[src/rtl/uart_tx_bus_responder.sv]
// uart_tx_bus_responder: memory-mapped 8N1 UART transmitter with a transmit FIFO,
// serviced as a responder on the core data bus.
module uart_tx_bus_responder #(
    parameter logic [31:0] BASE_ADDRESS   = 32'h1000_0000,
    parameter int          CLOCKS_PER_BIT = 16,
    parameter int          FIFO_DEPTH     = 8
) (
    input  logic        clock,
    input  logic        reset,
    input  logic [31:0] bus_address,
    input  logic [31:0] bus_write_data,
    input  logic [2:0]  bus_format,
    input  logic        bus_read_enable,
    input  logic        bus_write_enable,
    output logic        bus_hit,
    output logic [31:0] bus_data_fetched,
    output logic        uart_tx
);
    localparam int AW = $clog2(FIFO_DEPTH);
    localparam int CW = AW + 1;
    localparam int BW = $clog2(CLOCKS_PER_BIT);
    localparam logic [1:0] IDLE = 2'd0, START = 2'd1, DATA = 2'd2, STOP = 2'd3;

    logic [7:0]    mem [FIFO_DEPTH];
    logic [AW-1:0] rd_ptr, wr_ptr;
    logic [CW-1:0] count;
    logic          overflow, tx_enable;
    logic [1:0]    state;
    logic [BW-1:0] baud;
    logic [2:0]    bit_idx;
    logic [7:0]    shift;
    logic          aligned, wr_hit, push, pop, accept, drop, empty, full, baud_end;
    logic [31:0]   status, reg_value;

    assign bus_hit   = bus_address[31:4] == BASE_ADDRESS[31:4];
    assign aligned   = bus_address[1:0] == 2'b00;
    assign wr_hit    = bus_write_enable && bus_hit && aligned;
    assign push      = wr_hit && bus_address[3:2] == 2'd0;
    assign empty     = count == '0;
    assign full      = count == CW'(FIFO_DEPTH);
    assign baud_end  = baud == BW'(CLOCKS_PER_BIT - 1);
    // A pop both from IDLE and at the last STOP cycle gives gapless back-to-back frames
    assign pop       = !empty && tx_enable && (state == IDLE || (state == STOP && baud_end));
    assign accept    = push && (!full || pop);
    assign drop      = push && full && !pop;
    assign status    = {20'd0, 4'(count), 4'd0, overflow, empty, full, state != IDLE};
    assign reg_value = !aligned ? 32'd0 :
                       bus_address[3:2] == 2'd1 ? status :
                       bus_address[3:2] == 2'd2 ? {31'd0, tx_enable} : 32'd0;

    always_comb begin
        bus_data_fetched = 32'd0;
        if (bus_hit && bus_read_enable)
            bus_data_fetched = bus_format == 3'b000 ? {{24{reg_value[7]}}, reg_value[7:0]} :
                               bus_format == 3'b001 ? {{16{reg_value[15]}}, reg_value[15:0]} :
                               bus_format == 3'b010 ? reg_value :
                               bus_format == 3'b100 ? {24'd0, reg_value[7:0]} :
                               bus_format == 3'b101 ? {16'd0, reg_value[15:0]} : 32'd0;
    end

    always_ff @(posedge clock)
        if (accept) mem[wr_ptr] <= bus_write_data[7:0];

    always_ff @(posedge clock or negedge reset) begin
        if (!reset) begin
            rd_ptr    <= '0;
            wr_ptr    <= '0;
            count     <= '0;
            overflow  <= 1'b0;
            tx_enable <= 1'b1;
        end else begin
            if (accept) wr_ptr <= wr_ptr + 1'b1;
            if (pop) rd_ptr <= rd_ptr + 1'b1;
            if (accept && !pop) count <= count + 1'b1;
            else if (pop && !accept) count <= count - 1'b1;
            // A drop in the same cycle as a clear leaves overflow set
            overflow <= drop ? 1'b1 :
                        (wr_hit && bus_address[3:2] == 2'd1 && bus_write_data[3]) ? 1'b0 : overflow;
            if (wr_hit && bus_address[3:2] == 2'd2) tx_enable <= bus_write_data[0];
        end
    end

    always_ff @(posedge clock or negedge reset) begin
        if (!reset) begin
            state   <= IDLE;
            uart_tx <= 1'b1;
            baud    <= '0;
            bit_idx <= '0;
            shift   <= '0;
        end else begin
            baud <= (state == IDLE || baud_end) ? '0 : baud + 1'b1;
            case (state)
                IDLE: if (pop) begin
                    state   <= START;
                    shift   <= mem[rd_ptr];
                    uart_tx <= 1'b0;
                end
                START: if (baud_end) begin
                    state   <= DATA;
                    bit_idx <= '0;
                    uart_tx <= shift[0];
                    shift   <= shift >> 1;
                end
                DATA: if (baud_end) begin
                    if (bit_idx == 3'd7) begin
                        state   <= STOP;
                        uart_tx <= 1'b1;
                    end else begin
                        bit_idx <= bit_idx + 3'd1;
                        uart_tx <= shift[0];
                        shift   <= shift >> 1;
                    end
                end
                default: if (baud_end) begin
                    state   <= pop ? START : IDLE;
                    uart_tx <= !pop;
                    if (pop) shift <= mem[rd_ptr];
                end
            endcase
        end
    end
endmodule
[config.mk]
export PLATFORM = sky130hd
export DESIGN_NAME = uart_tx_bus_responder
export DESIGN_NICKNAME = d
export VERILOG_FILES = /design/src/rtl/uart_tx_bus_responder.sv
export SDC_FILE = /design/constraint.sdc
export NUM_CORES = 1
export LEC_CHECK = 0
export ABC_AREA = 1
export CAP_MARGIN = 30
export CORE_ASPECT_RATIO = 1.4
export CORE_MARGIN = 5
export CORE_UTILIZATION = 40
export CTS_CLUSTER_DIAMETER = 50
export CTS_CLUSTER_SIZE = 28
export DETAILED_ROUTE_END_ITERATION = 10
export GPL_TIMING_DRIVEN = 0
export PLACE_DENSITY_LB_ADDON = 0.12
export SLEW_MARGIN = 20
export SYNTH_ARGS = -nofsm -noshare
export SYNTH_HDL_FRONTEND = slang
export SYNTH_SLANG_ARGS = --single-unit
[constraint.sdc]
create_clock -name clock -period 2.7 [get_ports clock]
set_input_delay 0.54 -clock clock [delete_from_list [all_inputs] [get_ports clock]]
set_output_delay 0.54 -clock clock [all_outputs]
set_load 0.05 [all_outputs]
==> results.toml <==
[power_and_ir_drop]
power.density_nw_per_um2 = 515
ir_drop_mv = 0.336
cellLeakagePower_nw = 2.50

[timing]
hold_slack_ns = 0.244
fmax_ghz = 0.388
slew_violations = 0
hold_viol = 0
layout_setup_ws_ns = 0.122
period_minus_slack_ns = 2.58
fin_skew_ns = 0.00652
period_share_pct = 95.5
slew_headroom_pct = 53.5
setup_violations = 0
setup-tns-final_ns = 0
tightest_slew_ns = 0.697

[drt]
m1WireLength_um = 4320
wl_met3_um = 404
num_vias = 3453
postRouteAntennaNets = 0
drt-wirelength-per-cell_um = 14.7
wl_um = 10700
drc_errors = 0
drt_iter0_drc = 193
vias_per_cell = 4.74
highest_layer = "met4"
wl_met2_um = 5790
dr.pass1.iters = 4

[grt]
grt_pass1_vias = 3322
grt-ovfl-total = 0
grt_pass1_wl_um = 17000
grt_start_max_net_pins = 31
antenna_found_initial = 0
globalRouteTotalUtil_pct = 15.8

[synthesis]
ys_seq_area_share_pct = 57.7
syn_inst = 477
yosysUniqueCellTypes = 40
yosys_warnings = 0
syn_area_um2 = 4640
ys_seq_elements = 94
synth_edf_count = 64
yosysTopAreaCell = "edfxtp_1"
avgSynthCellArea_um2 = 9.72
yosys.area.top_type_share_pct = 41.4
synth_flop_cell = "edfxtp_1"
async_flop_share_pct = 31.9
synthTopCellsByArea = "edfxtp_1 (41%), dfrtp_1 (15%), nand2_1 (8.6%), nor2_1 (5.8%), buf_4 (3.9%)"

[layout]
layout-drive-gt1-share_pct = 19.8
mostFrequentLayoutCells = "nand2_1 (105), nor2_1 (69), edfxtp_1 (64)"
area.growth.synth_to_final_pct = 28.1
num-fill-cells = 1020
utilization_pct = 52.4
final_common_cell = "nand2_1"
stdcell_count = 729
antennaDiodeCount = 0
final_nets = 664

[place]
io_buffers = 56
dp_cells = 708
gp_congestion = 0.775
dpl_worst_slack_ns = -0.664
hpwl_um = 7990

[hold_path]
worstHoldPathType = "input port to asynchronous set/reset pin"

[job]
drv_cap = 0

[cts]
clkTransAtPathRegs_ns = 0.07
root_buffer = "clkbuf_16"
clockBufferDepth = 2
cts.sinks = 94
cts_htree_levels = 3
cts_tree = "done"
cts_buffers = 9
clock_latency_ns = 0.34

[setup_path]
worstSetupPathType = "input port to output port"
reg2reg_to = "count[3]"
rr_startpoint = "state[0]"
cp_max_fo = 5
reg2reg_slack_ns = 0.27
reg2regPathDepth = 17
cp_data_required_time_ns = 2.16
worst_ep_arrival_time_ns = 2.04
start_kind = "input port"
critPathCaptureType = "output port"

[die]
start_util_pct = 40.9
ios = 105
die-area_um2 = 13900
die_w_um = 101
core_area_um2 = 11300
die_y_um = 137
fp-row-count = 46

[status]
status = "complete, no violations"
==> logic make-up after synthesis <==
group	Yosys count	share of synthesized area, %
flip-flops	94	57.7
buffers and inverters	66	7.63
AND/OR/NAND/NOR	241	23.0
XOR/XNOR	8	1.51
adder cells (fa/ha/maj)	13	3.67
AO/OA/AOI/OAI	54	6.47
other	1	0.0809
==> critical path: stages <==
cell,delay (ns)
clkdlybuf4s50_1,0.40
nor2_1,0.10
nand2_1,0.06
nor2_2,0.11
nand2_2,0.10
nor2_8,0.17
dlygate4sd2_1,0.55
==> sequential cells by signal (all words and copies together), names as in the netlist <==
name,flops
baud,4
tx_enable,1
state,2
mem,64
bit_idx,3
wr_ptr,3
uart_tx,1
shift,8
rd_ptr,3
overflow,1
count,4
==> how the worst max path moves through the flow <==
stage	start	to	slack, ns	cells past startpoint
after floorplan	bus_address[27]	bus_data_fetched[0]	-0.32	7
after global placement	bus_address[27]	mem[3][7]	-0.71	9
after detailed placement	bus_address[2]	bus_data_fetched[8]	-0.66	8
after CTS	bus_address[17]	bus_data_fetched[3]	0.003	9
after global routing	bus_address[22]	count[3]	-0.001	17
final	bus_address[22]	bus_hit	0.12	7
==> layer usage <==
metal  global-route usage, %  vias to the layer above
met5                       0                        -
met4                    6.28                        0
met3                    3.04                       15
met2                    27.4                       61
met1                    19.4                     1623
li1                        -                     1754
==> final cells by class <==
| class | instances | area, µm² | area share, % |
|---|---|---|---|
| clock buffers | 9 | 225 | 3.79 |
| clock inverters | 7 | 56.3 | 0.948 |
| multi-input cells | 340 | 1810 | 30.5 |
| well taps | 144 | 180 | 3.03 |
| inverters | 30 | 113 | 1.90 |
| plain buffers | 36 | 245 | 4.13 |
| flip-flops and latches | 94 | 2680 | 45.0 |
| repair buffers | 69 | 633 | 10.7 |
==> power breakdown <==
part	total, mW	internal [mW]	switching (mW)
Combinational	0.246	0.106	0.140
Clock	1.20	0.638	0.567
Sequential	1.61	1.58	0.0226
Total	3.06	2.33	0.730
==> through the flow <==
step                power [mW]  cell area, µm²
finish                    3.06            5940
global route              3.17            5940
CTS                       3.09            5860
detailed placement        1.88            5570
global placement          1.87            5470
floorplan                 1.78            4730
==> synthesized netlist by cell type (2+ instances only) <==
| cell | number |
|---|---|
| a21oi_1 | 6 |
| buf_2 | 7 |
| buf_4 | 24 |
| clkbuf_1 | 3 |
| clkinv_1 | 3 |
| dfrtp_1 | 28 |
| dfstp_2 | 2 |
| edfxtp_1 | 64 |
| ha_1 | 12 |
| inv_1 | 24 |
| inv_2 | 3 |
| nand2_1 | 106 |
| nand2_2 | 6 |
| nand2_4 | 2 |
| nand3_1 | 29 |
| nand4_1 | 4 |
| nor2_1 | 72 |
| nor3_1 | 10 |
| nor3b_1 | 2 |
| o211ai_1 | 5 |
| o21ai_0 | 28 |
| o21ai_1 | 11 |
| or2_2 | 3 |
| xnor2_1 | 2 |
| xor2_1 | 6 |
==> timing repair <==
item	CTS	global route
gates resized for setup	53	23
pin swaps	1	7
hold buffers	0	0
hold endpoints to repair	0	0
endpoints found under the setup margin	10	11
setup buffers	2	3
(Power assumes the default switching activity.)
==> RTL change 1 (same settings) <==
Register the output `bus_data_fetched`, with the module's reset; this adds one clock of latency there. The other outputs are not delayed to match.
--- a/src/rtl/uart_tx_bus_responder.sv
+++ b/src/rtl/uart_tx_bus_responder.sv
@@ -21,4 +21,6 @@
     localparam int BW = $clog2(CLOCKS_PER_BIT);
     localparam logic [1:0] IDLE = 2'd0, START = 2'd1, DATA = 2'd2, STOP = 2'd3;
+
+    logic [31:0] bus_data_fetched_d;
 
     logic [7:0]    mem [FIFO_DEPTH];
@@ -50,7 +52,7 @@
 
     always_comb begin
-        bus_data_fetched = 32'd0;
+        bus_data_fetched_d = 32'd0;
         if (bus_hit && bus_read_enable)
-            bus_data_fetched = bus_format == 3'b000 ? {{24{reg_value[7]}}, reg_value[7:0]} :
+            bus_data_fetched_d = bus_format == 3'b000 ? {{24{reg_value[7]}}, reg_value[7:0]} :
                                bus_format == 3'b001 ? {{16{reg_value[15]}}, reg_value[15:0]} :
                                bus_format == 3'b010 ? reg_value :
@@ -120,3 +122,11 @@
         end
     end
+    always_ff @(posedge clock or negedge reset) begin
+        if (!reset) begin
+            bus_data_fetched <= '0;
+        end else begin
+            bus_data_fetched <= bus_data_fetched_d;
+        end
+    end
+
 endmodule
Behaviour: not the same (a bounded check fails within 4 cycles, from zero or initial values and one cycle with reset low).
==> RTL change 1 against the original RTL <==
Sequential cell count is 8 higher. Power is 8.9% higher. Final area up 4.2%. Critical path depth did not move. Routed wire length grew 3.7%. Synthesized cell count increased by 1.7%. Synthesized area increased by 4.3%. Setup slack better by 11 ps.
==> RTL change 1: results (changes against the original RTL) <==
stage	metric	value	unit	change
run_status	status	finished clean		
final_layout	fill_cells	1072		+5.1%
sta	fin_skew	8.02	ps	+1.49 ps
setup_path	worstSetupStartpoint	bus_address[11]		
cts	cts_resized	4		-92%
routing	vias_per_cell	4.90		+3.5%
global_route	grt_pass1_vias	3440		+3.6%
global_route	grt_pass1_wl	17.5	mm	+3.1%
setup_path	r2r_setup_slack	170	ps	-100 ps
final_layout	num-nets-final	672		+1.2%
placement	dp.cells	716		+1.1%
synthesis	synthTopCellsByCount	nand2_1, nor2_1, edfxtp_1		
synthesis	synth_fa_ha_area_frac	0.0352		-0.00152
synthesis	synthXorXnorAreaFrac	0.0145		-0.000625
routing	post_drt_wl_per_cell	15.0	um	+2.1%
synthesis	ys_seq_area_frac	0.594		+0.0175
routing	wl_met1	4.56	mm	+5.6%
synthesis	synth-async-reset-ratio	0.373		+0.0534
global_route	grt.met3_usage	0.0353		+0.00493
routing	wl_met3	664	um	+64%
final_layout	drive_gt1_frac	0.174		-0.0246
synthesis	synth_compound_area_frac	0.0621		-0.00268
global_route	met2_usage	0.266		-0.00748
pwr	p_leak	0.00262	uW	+4.7%
setup_path	reg2reg_depth	10		-7
global_route	grt_util_met1	0.194		about the same
sta	slew_headroom	0.452		-0.0835
pwr	power_frac_seq	0.518		-0.007
[RTL change 1: cell count changes after synthesis]
| cell | before | now |
|---|---|---|
| dfrtp_1 | 28 | 36 |
[RTL change 1: final cells by class]
class / count / area [um2] / area share
buffer: 36 / 245 / 0.0396
inverter: 30 / 113 / 0.0182
clock inverter: 7 / 86.3 / 0.0139
tap: 147 / 184 / 0.0297
multi-input combinational: 340 / 1800 / 0.290
clock buffer: 9 / 225 / 0.0364
sequential: 102 / 2880 / 0.465
timing repair buffer: 69 / 664 / 0.107
[RTL change 1: per-stage QoR]
step	setup TNS, ps	power (uW)	cell area [um2]	hold WS [ps]	worst slack (ps)
CTS	-87.7	3350	6080	39.7	-87.7
global route	0	3430	6190	57.3	17.5
detailed placement	-6860	2010	5750	415	-435
floorplan	0	1900	4920	244	98.0
finish	0	3330	6190	50.8	132
global placement	-41470	2000	5670	460	-742
==> RTL change 2 (same flow settings) <==
Without the edit above. The parameter `CLOCKS_PER_BIT` goes from 16 to 32.
--- a/src/rtl/uart_tx_bus_responder.sv
+++ b/src/rtl/uart_tx_bus_responder.sv
@@ -3,5 +3,5 @@
 module uart_tx_bus_responder #(
     parameter logic [31:0] BASE_ADDRESS   = 32'h1000_0000,
-    parameter int          CLOCKS_PER_BIT = 16,
+    parameter int          CLOCKS_PER_BIT = 32,
     parameter int          FIFO_DEPTH     = 8
 ) (
Check against the original RTL: no difference found for any inputs over 10 cycles, from zero or initial values and one cycle with reset low; that may be too few to reach the edited logic, so the function may still have changed.
==> RTL change 2 against the original RTL <==
Fmax increased by 1.0%. Combinational power down 17%. Routed wire length fell by 1.1%. First-iteration DRC count decreased by 16%. Sequential share of layout area fell by 0.062 points. Synthesized area down 0.70%. Sequential cell count increased by 1. Final area increased by 1.1%. Setup slack gained 27 ps. Power up 1.4%. Clock power rose by 12%. Global-route usage up 0.32 points. Cell count down 0.14%. Largest cell class unchanged.
==> RTL change 2: results (changes against the original RTL) <==
stage	metric	value	unit	change
run_status	status	finished clean		
sta	fin_skew	8.77	ps	+2.25 ps
placement	post-place-ws	-747	ps	-82.8 ps
setup_path	slowest_stage	clkdlybuf4s50_1		
final_layout	n_antenna_cell	0		unchanged
cts	clk_pin_slew	70	ps	about the same
setup_path	regToRegEndpoint	count[3]$_DFFE_PN0P_		
final_layout	fin_cells	728		-0.14%
synthesis	synth-async-reset-ratio	0.326		+0.00717
cts	cts_buffer_depth	2		unchanged
pwr	p_leak	0.00268	uW	+7.3%
setup_path	r2r_setup_slack	150	ps	-120 ps
placement	placed_cell_area	0.00552	mm2	-0.79%
placement	dp.cells	704		-0.56%
setup_path	r2r_start	baud[1]$_DFF_PN0_		
sta	tightest_slew	849	ps	+151 ps
placement	gp_routability_congestion	0.761		-1.9%
final_layout	drive_gt1_frac	0.159		-0.0390
global_route	grt_pass1_wl	17.1	mm	+0.89%
global_route	grt_start_max_net_pins	20		-35%
setup_path	reg2reg_depth	18		+1
final_layout	top_regs	mem (64), shift (8), baud (5)		
synthesis	ys.flop_type	edfxtp_1		
pwr	ir_worst_vdd	0.000350	V	+4.2%
setup_path	cpPeakStageDelay	470	ps	-80 ps
pwr	comb-power	205	uW	-17%
global_route	grt_usage	0.162		+0.00322
synthesis	synthTopCellsByCount	nand2_1, nor2_1, edfxtp_1		
sta	fin_crit_sh	0.945		-0.00985
setup_path	crit_path_end	bus_data_fetched[9]		
setup_path	critPathArrivalTime	2010	ps	-30 ps
placement	hpwl	7.60	mm	-4.8%
cts	htreeDepth	3		unchanged
synthesis	ys_seq_area_frac	0.586		+0.00951
pwr	total_power	3100	uW	+1.4%
routing	drt_iter0_markers	163		-16%
cts	cts_hold_buf	0		unchanged
synthesis	ys_types	30		-25%
setup_path	crit_fanout	4		-1
pwr	seq-power	1560	uW	-3%
synthesis	ys_warn_count	0		unchanged
cts	cts_root_buffer	clkbuf_16		
routing	vias	3508		+1.6%
synthesis	synth_edf_count	64		unchanged
synthesis	netlist_top_cells_area	edfxtp_1, dfrtp_1, nand2_1		
worst_hold_path	min_path_type	primary input to asynchronous set/reset pin		
routing	totalWireLength	10.6	mm	-1.1%
pwr	switchingPower	710	uW	-2.7%
sta	holdWs	112	ps	-131 ps
cts	clkLatencyLatePin	340	ps	about the same
global_route	antenna_found_initial	0		unchanged
setup_path	worstSetupStartpoint	bus_address[2]		
[RTL change 2: cell types whose count changed in the layout (fill, tap and decap cells not counted), sizes merged, moves of 4 or more]
| cell | before | now |
|---|---|---|
| nand2 | 114 | 84 |
| clkdlybuf4s50 | 46 | 20 |
| dlymetal6s2s | 0 | 26 |
| inv | 31 | 45 |
| a21oi | 6 | 17 |
| nor2 | 74 | 82 |
| o22ai | 1 | 6 |
| buf | 53 | 49 |
| nand4 | 5 | 1 |
[RTL change 2: metal layers]
| metal | share of wire | GRT usage | vias to the layer above | wire, um |
|---|---|---|---|---|
| met5 | 0 | 0 | - | 0 |
| met4 | 0.017 | 0.0607 | 0 | 178 |
| met3 | 0.068 | 0.0270 | 17 | 719 |
| met2 | 0.53 | 0.292 | 131 | 5590 |
| met1 | 0.39 | 0.190 | 1611 | 4120 |
| li1 | - | - | 1749 | - |
[RTL change 2: kinds of logic (layout without fill, tap and decap cells)]
logic type,after synthesis,after routing,synth area share
compound gates,75,75,0.0880
xor+xnor,6,6,0.0114
fa+ha+maj,14,14,0.0397
buf+inv,79,163,0.0880
flops,95,95,0.586
other cells,1,24,0.000814
simple gates,207,207,0.186
[RTL change 2: timing repair]
action | CTS | global route
gates resized for setup | 47 | 42
pin swaps | 2 | 32
setup buffers | 3 | 5
endpoints found under the hold margin | 0 | 0
setup endpoints to repair | 55 | 34
[RTL change 2: cell type report]
| cell class | count | area [um2] |
|---|---|---|
| Sequential cell | 95 | 2700 |
| Inverter | 42 | 158 |
| Tap cell | 144 | 180 |
| Timing Repair Buffer | 68 | 717 |
| Clock inverter | 7 | 92.6 |
| Buffer | 37 | 248 |
| Multi-Input combinational cell | 326 | 1690 |
| Clock buffer | 9 | 225 |
| Fill cell | 990 | 5330 |
